===== src/rtl/cpu_pio_pkg.sv =====
// Shared definitions for the CPU PIO blocks: register map, status layout and pulse FSM states.
package cpu_pio_pkg;

    localparam logic [2:0] ADDR_DATA        = 3'd0;
    localparam logic [2:0] ADDR_PULSE_WIDTH = 3'd1;
    localparam logic [2:0] ADDR_STATUS      = 3'd2;
    localparam logic [2:0] ADDR_READBACK    = 3'd3;
    localparam logic [2:0] ADDR_OUTSET      = 3'd4;
    localparam logic [2:0] ADDR_OUTCLEAR    = 3'd5;
    localparam logic [2:0] ADDR_PULSE       = 3'd6;

    localparam int unsigned STATUS_BUSY_BIT = 16;

    typedef enum logic {
        IDLE,
        ACTIVE
    } pulse_state_e;

endpackage


===== src/rtl/cpu_pio_out_if.sv =====
// Avalon-MM slave bus bundle for the output PIO (word addressed, 32-bit data).
interface cpu_pio_out_if;

    logic [2:0]  address;
    logic        chipselect;
    logic        write_n;
    logic [31:0] writedata;
    logic [31:0] readdata;

    modport master (
        output address,
        output chipselect,
        output write_n,
        output writedata,
        input  readdata
    );

    modport slave (
        input  address,
        input  chipselect,
        input  write_n,
        input  writedata,
        output readdata
    );

endinterface


===== src/rtl/cpu_pio_out_pulse_timer.sv =====
// Pulse timer: holds the inversion mask for a programmed number of clocks, then clears it.
module cpu_pio_out_pulse_timer
    import cpu_pio_pkg::*;
#(
    parameter int unsigned DATA_WIDTH = 16,
    parameter int unsigned PW_WIDTH   = 16
) (
    input  logic                  clk,
    input  logic                  reset,
    input  logic                  start,
    input  logic [DATA_WIDTH-1:0] start_mask,
    input  logic [PW_WIDTH-1:0]   width,
    output logic [DATA_WIDTH-1:0] mask,
    output logic                  busy
);

    pulse_state_e          r_state;
    logic [DATA_WIDTH-1:0] r_mask;
    logic [PW_WIDTH-1:0]   r_count;
    logic                  r_busy;
    logic                  w_load;

    // A zero width or zero mask makes the pulse request a no-op in either state.
    assign w_load = start && (width != '0) && (start_mask != '0);

    always_ff @(posedge clk) begin
        if (reset) begin
            r_state <= IDLE;
            r_mask  <= '0;
            r_count <= '0;
            r_busy  <= 1'b0;
        end else begin
            case (r_state)
                IDLE: begin
                    if (w_load) begin
                        r_state <= ACTIVE;
                        r_mask  <= start_mask;
                        r_count <= width;
                        r_busy  <= 1'b1;
                    end
                end
                ACTIVE: begin
                    // Retrigger wins over expiry on the same edge.
                    if (w_load) begin
                        r_mask  <= start_mask;
                        r_count <= width;
                    end else if (r_count == PW_WIDTH'(1)) begin
                        r_state <= IDLE;
                        r_mask  <= '0;
                        r_count <= '0;
                        r_busy  <= 1'b0;
                    end else begin
                        r_count <= r_count - PW_WIDTH'(1);
                    end
                end
                default: begin
                    r_state <= IDLE;
                    r_mask  <= '0;
                    r_count <= '0;
                    r_busy  <= 1'b0;
                end
            endcase
        end
    end

    assign mask = r_mask;
    assign busy = r_busy;

endmodule


===== src/rtl/cpu_pio_out.sv =====
// Avalon-MM output PIO: data register with atomic set/clear and a self-timed pulse inversion.
module cpu_pio_out
    import cpu_pio_pkg::*;
#(
    parameter int unsigned           DATA_WIDTH  = 16,
    parameter int unsigned           PW_WIDTH    = 16,
    parameter logic [DATA_WIDTH-1:0] RESET_VALUE = '0
) (
    input  logic                  clk,
    input  logic                  reset,
    cpu_pio_out_if.slave          avs,
    output logic [DATA_WIDTH-1:0] out_port
);

    logic [DATA_WIDTH-1:0] r_data;
    logic [PW_WIDTH-1:0]   r_pulse_width;
    logic [DATA_WIDTH-1:0] r_out_port;
    logic [31:0]           r_readdata;

    logic                  w_wr;
    logic                  w_start;
    logic [DATA_WIDTH-1:0] w_wdata;
    logic [DATA_WIDTH-1:0] w_mask;
    logic                  w_busy;
    logic [31:0]           w_status;
    logic [31:0]           w_rd_value;
    logic                  w_unused_wdata;

    assign w_wr    = avs.chipselect & ~avs.write_n;
    assign w_wdata = avs.writedata[DATA_WIDTH-1:0];
    assign w_start = w_wr && (avs.address == ADDR_PULSE);

    assign w_unused_wdata = &{1'b0, avs.writedata};

    cpu_pio_out_pulse_timer #(
        .DATA_WIDTH (DATA_WIDTH),
        .PW_WIDTH   (PW_WIDTH)
    ) u_pulse_timer (
        .clk        (clk),
        .reset      (reset),
        .start      (w_start),
        .start_mask (w_wdata),
        .width      (r_pulse_width),
        .mask       (w_mask),
        .busy       (w_busy)
    );

    always_ff @(posedge clk) begin
        if (reset) begin
            r_data        <= RESET_VALUE;
            r_pulse_width <= PW_WIDTH'(1);
        end else if (w_wr) begin
            case (avs.address)
                ADDR_DATA:        r_data        <= w_wdata;
                ADDR_PULSE_WIDTH: r_pulse_width <= avs.writedata[PW_WIDTH-1:0];
                ADDR_OUTSET:      r_data        <= r_data | w_wdata;
                ADDR_OUTCLEAR:    r_data        <= r_data & ~w_wdata;
                default:          ;
            endcase
        end
    end

    always_comb begin
        w_status                  = '0;
        w_status[15:0]            = 16'(w_mask);
        w_status[STATUS_BUSY_BIT] = w_busy;
    end

    always_comb begin
        w_rd_value = '0;
        case (avs.address)
            ADDR_DATA:        w_rd_value = 32'(r_data);
            ADDR_PULSE_WIDTH: w_rd_value = 32'(r_pulse_width);
            ADDR_STATUS:      w_rd_value = w_status;
            ADDR_READBACK:    w_rd_value = 32'(r_out_port);
            default:          w_rd_value = '0;
        endcase
    end

    // Read data is sampled every cycle regardless of chipselect.
    always_ff @(posedge clk) begin
        if (reset) begin
            r_out_port <= RESET_VALUE;
            r_readdata <= '0;
        end else begin
            r_out_port <= r_data ^ w_mask;
            r_readdata <= w_rd_value;
        end
    end

    assign out_port     = r_out_port;
    assign avs.readdata = r_readdata;

endmodule


===== src/flat_wrapper.sv =====
// flat-port wrapper written by rule: the top's interface ports become plain ports
module cpu_pio_out_flat import cpu_pio_pkg::*;
#(
    parameter int unsigned           DATA_WIDTH  = 16,
    parameter int unsigned           PW_WIDTH    = 16,
    parameter logic [DATA_WIDTH-1:0] RESET_VALUE = '0
)
  (clk, reset, out_port, avs_address, avs_chipselect, avs_write_n, avs_writedata, avs_readdata);
  cpu_pio_out_if avs_i ();
  input  logic clk;
  input  logic reset;
  output logic [DATA_WIDTH-1:0] out_port;
  input wire logic [$bits(avs_i.address)-1:0] avs_address;
  input wire logic [$bits(avs_i.chipselect)-1:0] avs_chipselect;
  input wire logic [$bits(avs_i.write_n)-1:0] avs_write_n;
  input wire logic [$bits(avs_i.writedata)-1:0] avs_writedata;
  output wire logic [$bits(avs_i.readdata)-1:0] avs_readdata;
  assign avs_i.address = avs_address;
  assign avs_i.chipselect = avs_chipselect;
  assign avs_i.write_n = avs_write_n;
  assign avs_i.writedata = avs_writedata;
  assign avs_readdata = avs_i.readdata;
  cpu_pio_out #(.DATA_WIDTH(DATA_WIDTH), .PW_WIDTH(PW_WIDTH), .RESET_VALUE(RESET_VALUE)) u_core (.clk(clk), .reset(reset), .avs(avs_i), .out_port(out_port));
endmodule

===== config.mk =====
export PLATFORM = sky130hd
export DESIGN_NAME = cpu_pio_out_flat
export DESIGN_NICKNAME = d
export VERILOG_FILES = /design/src/rtl/cpu_pio_pkg.sv /design/src/rtl/cpu_pio_out_if.sv /design/src/rtl/cpu_pio_out_pulse_timer.sv /design/src/rtl/cpu_pio_out.sv /design/src/flat_wrapper.sv
export SDC_FILE = /design/constraint.sdc
export NUM_CORES = 1
export LEC_CHECK = 0
export ABC_AREA = 0
export CELL_PAD_IN_SITES_DETAIL_PLACEMENT = 1
export CELL_PAD_IN_SITES_GLOBAL_PLACEMENT = 1
export CORE_MARGIN = 5
export CORE_UTILIZATION = 35
export DETAILED_ROUTE_END_ITERATION = 16
export HOLD_SLACK_MARGIN = 0.15
export PLACE_DENSITY_LB_ADDON = 0.1
export SLEW_MARGIN = 25
export SYNTH_ARGS = -nofsm -noshare
export SYNTH_HDL_FRONTEND = slang
export SYNTH_HIERARCHICAL = 1
export SYNTH_SLANG_ARGS = --single-unit

===== constraint.sdc =====
create_clock -name clk -period 3.9 [get_ports clk]
set_input_delay 1.17 -clock clk [delete_from_list [all_inputs] [get_ports clk]]
set_output_delay 1.17 -clock clk [all_outputs]
set_load 0.01 [all_outputs]

* After elaboration in Yosys (flattened, before gate mapping)
Index checks and enable logic that the tools add are counted.
Cells by class: reductions and logical operators 11, add/sub/neg operators 1, mux-type cells 18, equal/unequal tests 11, bitwise gates (word level) 7
Operators by type and width (count):
- $mux W16 | 6
- $pmux W17 S4 | 1
- $pmux W16 S2 | 2
- $pmux W16 S3 | 1
- $reduce_bool A16 Y1 | 2
- $and A16 B16 Y16 | 1
- $eq A16 B1 Y1 const B | 1
- $not A16 Y16 | 1
- $or A16 B16 Y16 | 1
- $sub A16 B1 Y16 const B | 1
- $xor A16 B16 Y16 | 1
- $eq A3 B3 Y1 const B | 3
- $eq A3 B2 Y1 const B | 2
- $mux W1 | 6
- $reduce_and A2 Y1 | 3
- $ne A2 B2 Y1 const B | 2
- $pmux W1 S2 | 2
- $eq A3 B1 Y1 const B | 1
- $logic_and A1 B1 Y1 | 3
- $logic_not A3 Y1 | 1
- $ne A3 B1 Y1 const B | 1
- $reduce_and A3 Y1 | 1
- $reduce_bool A3 Y1 | 1
- $ne A2 B1 Y1 const B | 1
- 2 further kinds | 3
Word-level totals: logic and storage cells 56, output and inout bits 48, register bits 114

* Longest topological paths before layout
word-level depth 7, gate-level depth with buffers 9, depth with buffers taken out 7

* Hierarchy
Netlist, hierarchy kept.
By module, submodules not included:
- cpu_pio_out | times used 1, area an instance 3186.8 µm², cells an instance 339
- cpu_pio_out_pulse_timer | times used 1, area an instance 1780.5 µm², cells an instance 221

* Worst setup path after synthesis
Ideal clock, no wire load.
path type input-to-reg, from in avs_address[0], to reg u_core.u_pulse_timer.r_count[2], data arrival time 2.757 ns, buffers on the path 2, path slack 1.065 ns, cell stages on the path 9, library setup time 0.078 ns, cell sequence buf_4 > nor2b_1 > and4b_1 > inv_1 > a41oi_1 > and2_1 > buf_1 > a211oi_1 > nor3_1
On the way: cells in the longest elaborated chain, start to end 6, elaborated cells on any way between the ends 7
Ends and longest elaborated chain:
- start: declaration | RTL line flat_wrapper.sv:13 | input wire logic [$bits(avs_i.address)-1:0] avs_address;
- $eq A3 B3 Y1 (*) | RTL line cpu_pio_out.sv:31 | assign w_start = w_wr && (avs.address == ADDR_PULSE);
- $logic_and A1 B1 Y1 (*) | RTL line cpu_pio_out.sv:31
- named net u_core.w_start | RTL line cpu_pio_out.sv:21 | logic w_start;
- $logic_and A1 B1 Y1 (*) (2 in a row) | RTL line cpu_pio_out_pulse_timer.sv:24 | assign w_load = start && (width != '0) && (start_mask != '0);
- $mux W16 | RTL line cpu_pio_out_pulse_timer.sv:44 | if (w_load) begin
- $pmux W16 S2 | RTL line cpu_pio_out_pulse_timer.sv:33 | case (r_state)
- end signal: assignment | RTL line cpu_pio_out_pulse_timer.sv:38 | r_count <= width;
- end signal: assignment | RTL line cpu_pio_out_pulse_timer.sv:46 | r_count <= width;
- end signal: assignment | RTL line cpu_pio_out_pulse_timer.sv:53 | r_count <= r_count - PW_WIDTH'(1);
- end: declaration | RTL line cpu_pio_out_pulse_timer.sv:19 | logic [PW_WIDTH-1:0] r_count;
Mark *: on every way through the listed nets, which the timed path passes. The rest lies on a longest branch. A chain may end at the register's enable or synchronous reset.

* Worst setup path after layout
from in avs_writedata[3], to reg u_core.u_pulse_timer.r_count[9]
On the way: cells in the longest elaborated chain, start to end 4, elaborated cells on any way between the ends 5
Ends and longest elaborated chain:
- start: declaration | RTL line flat_wrapper.sv:16 | input wire logic [$bits(avs_i.writedata)-1:0] avs_writedata;
- $reduce_bool A16 Y1 (*) | RTL line cpu_pio_out_pulse_timer.sv:24
- $logic_and A1 B1 Y1 (*) | RTL line cpu_pio_out_pulse_timer.sv:24
- $mux W16 | RTL line cpu_pio_out_pulse_timer.sv:44
- $pmux W16 S2 | RTL line cpu_pio_out_pulse_timer.sv:33
Mark *: on every way between the ends. The rest lies on a longest branch, timed or not.

==> metrics.md <==
| Metric | Value |
|---|---|
| Power density cells | `between 300 and 400 mW/mm^2` |
| Antenna cell count | `0` |
| CTS buffer count | `9` |
| CTS root buf | `clkbuf_16` |
| Clock latency on the worst-skew pair | `roughly 0.35 ns` |
| Post-CTS Resized | `0` |
| First-pass GRT wire length | `~24000 um` |
| Clk sinks | `99` |
| Starting Density | `a little over a third` |
| Async S/R FF share, synth | `0%` |
| Endpoints failing hold | `0` |
| Reg clk slew, reported paths | `0.07 ns` |
| Drt total wl | `15400 um` |
| Worst hold path type | `register to register` |
| DRT antenna net count | `0` |
| Skew final | `approximately 0.0075 ns` |
| Die span in x | `roughly 130 um` |
| # setup viols final | `0` |
| Area share of the largest cell type after synthesis | `about two fifths` |
| Synth Instances | `560` |
| Leak | `about 2.1 nW` |
| Fillers | `1624` |
| Congestion Overflow GR | `0` |
| Max Cap Viol | `0` |
| DRC | `0` |
| Rel. slew slack | `37.8%` |
| Post-synthesis mux area share | `under 10%` |
| Tot Pwr | `between 2 and 2.5 mW` |
| Most used DFF post-synth | `dfxtp_1` |
| FF+latch count, synth | `slightly below 100` |
| Status | `finished clean` |
| DR WL/cell | `19.5 um` |
| Share of layout cells above drive strength 1 | `under 10%` |
| Top cells by area, synth | `dfxtp_1, mux2i_1, nand3_1` |
| Die ar. | `0.0167 sq mm` |
| Worst Tran Pin Value | `just over 0.9 ns` |
| Die height | `about 130 um` |
| Post-layout nets | `about 640` |
| Post-synth EDFFs | `0` |
| Synth Area in Adders | `0.504%` |
| Syn_area_per_cell | `between 8 and 9 sq um` |
| Crit Path Max Fanout | `17` |
| Worst IR Drop VDD | `around 0.19 mV` |
| XOR/XNOR Fraction of Synth Area | `2.82%` |
| Compound-Gate Fraction of Synth Area | `between 10% and 20%` |
| Area grow syn2layout | `19.5%` |
| Detailed Routing Iterations Pass 1 | `4` |
| Total Routing Usage GR | `between 10% and 20%` |
| RSZ-0062 raised after global routing | `no` |
| DR vias/cell | `approximately 5.5` |
| Initial DRC Count | `180` |
| Cell taking the most area after synthesis | `dfxtp_1` |
| Yosys warns | `6` |
| Placer Congestion | `0.822` |
| Placed inst area | `0.00564 sq mm` |
| Synth Area in Simple Gates | `25.2%` |
| Setup bufs post-CTS | `0` |
| Antenna violations before repair | `0` |
| Hold Buf Count CTS | `0` |
| Site row count | `43` |
| IO Pins | `87` |
| Vias in the first global route | `4489` |
| Worst Setup Start Kind | `input port` |
| H-tree levels | `3` |
| Non-Filler Cell Area, Final | `roughly 0.0059 sq mm` |
| Fmax | `just over 300 MHz` |
| Detail Placement HPWL | `between 10000 and 15000 um` |
| Main combinational cell family by area after synthesis | `simple AND/OR/NAND/NOR gates` |
| Setup TNS | `0 ns` |
| Post-synth cell types | `63` |
| Pins Over Slew Limit | `0` |
| Top-count cell post-synth | `dfxtp_1` |
| IO buf count | `between 50 and 60` |
| Most frequent cells after synthesis | `dfxtp_1, mux2i_1, nor2_1` |
| Post-Syn Area | `~0.0050 sq mm` |
| WS Path Type | `input port to register` |
| DR vias | `between 4k and 5k` |
| Largest net degree at the start of global routing | `between 100 and 150` |
| CTS max path bufs | `2` |
| Core ar. | `roughly 0.014 sq mm` |
| CTS tree | `done` |
| Fin crit share | `84.6%` |
| CP endpoint kind | `register` |
| Post-synthesis sequential area ratio | `39.9%` |
| Critical Path RT | `4.12 ns` |
| Minimum clock period | `around 3.3 ns` |
| CP arrival | `approximately 3.5 ns` |
[metrics by stage]
stage	utilization, %	setup WS, ns	hold slack [ns]	instances
2_1_floorplan	-	1.06	0.432	574
3_3_place_gp	40.6	0.249	0.483	772
3_5_place_dp	40.6	0.173	0.495	772
4_1_cts	42.8	0.552	0.505	788
5_1_grt	42.8	0.442	0.526	788
6_report	42.8	0.600	0.501	788
[power by group]
part / total [mW] / switching [mW] / internal, mW
clock: 0.921 / 0.402 / 0.519
sequential: 1.05 / 0.0233 / 1.03
combinational: 0.259 / 0.154 / 0.105
total: 2.23 / 0.579 / 1.66
[logic make-up (layout without fill, tap and decap cells)]
kind of cell	Yosys count	in the layout
adders and majority gates	2	2
buffers and inverters	62	96
and+or+nand+nor	221	221
other	1	15
xor gates and xnor gates	16	16
muxes	42	42
DFF	99	99
AOI/OAI and AO/OA	117	117
[final timing paths]
path	from	endpoint	slack (ns)	cells after the start
max	avs_writedata[3]	u_core/u_pulse_timer/r_count[9]$_SDFFE_PP0P_	0.60	7
min	u_core/u_pulse_timer/mask[8]$_SDFFE_PP0P_	u_core/u_pulse_timer/mask[8]$_SDFFE_PP0P_	0.50	2
min reg2reg	u_core/u_pulse_timer/mask[8]$_SDFFE_PP0P_	u_core/u_pulse_timer/mask[8]$_SDFFE_PP0P_	0.50	2
max reg2reg	u_core/u_pulse_timer/r_count[7]$_SDFFE_PP0P_	u_core/u_pulse_timer/r_count[2]$_SDFFE_PP0P_	1.26	5
[area by class of cell]
class / count / area [sq um] / share of cell area (%)
multi-input combinational: 413 / 2700 / 45.5
sequential: 99 / 1980 / 33.4
inverter: 6 / 22.5 / 0.380
timing repair buffer: 74 / 708 / 11.9
clock buffer: 13 / 250 / 4.22
tap: 180 / 225 / 3.80
clock inverter: 3 / 46.3 / 0.780
[cell usage in the layout, fill, tap and decap left out, types with 2 or more instances in the layout]
master,count
o211ai_1,2
nor3_2,2
o22ai_1,17
nand2_1,30
a21bo_2,7
conb_1,15
o21ai_0,11
o21ai_2,2
nor3_1,17
a31oi_1,2
nand4_1,2
nor4b_1,8
a211oi_1,6
clkbuf_1,3
and2_1,18
or4_1,4
a32oi_1,5
and3_1,4
o2bb2ai_1,9
clkbuf_16,9
nand2b_1,19
nand3_1,34
nor4_1,10
buf_12,2
dfxtp_1,99
mux2i_1,40
nor2_1,40
ha_1,2
nor2b_1,18
buf_2,2
clkdlybuf4s50_1,53
buf_4,17
a221oi_1,2
o21ai_1,10
a221oi_2,2
inv_1,5
a21oi_1,33
a311oi_1,2
xnor2_1,16
[worst max-delay path, cell delays in order]
cell             delay [ns]
clkdlybuf4s50_1        0.48
nor4_1                 0.51
buf_4                  0.20
nand4_1                0.15
and2_1                 0.52
a221oi_1               0.39
nor3_1                 0.09
[sequential cells by signal (all words and copies together) (netlist names)]
| register | flops |
|---|---|
| u_core/out_port | 16 |
| u_core/r_data | 16 |
| u_core/u_pulse_timer/mask | 16 |
| u_core/u_pulse_timer/busy | 1 |
| u_core/r_pulse_width | 16 |
| u_core/u_pulse_timer/r_state | 1 |
| u_core/u_pulse_timer/r_count | 16 |
| u_core/avs.readdata | 17 |
[routing by layer]
metal / routed length, um / part of all wire [%] / vias up / track usage, %
met5: 0 / 0 / - / 0
met4: 205 / 1.3 / 0 / 7.10
met3: 384 / 2.5 / 13 / 2.39
met2: 7330 / 48 / 72 / 30.3
met1: 7470 / 49 / 2178 / 25.0
li1: - / - / 2070 / -
Power figures use the tool's default switching activity.
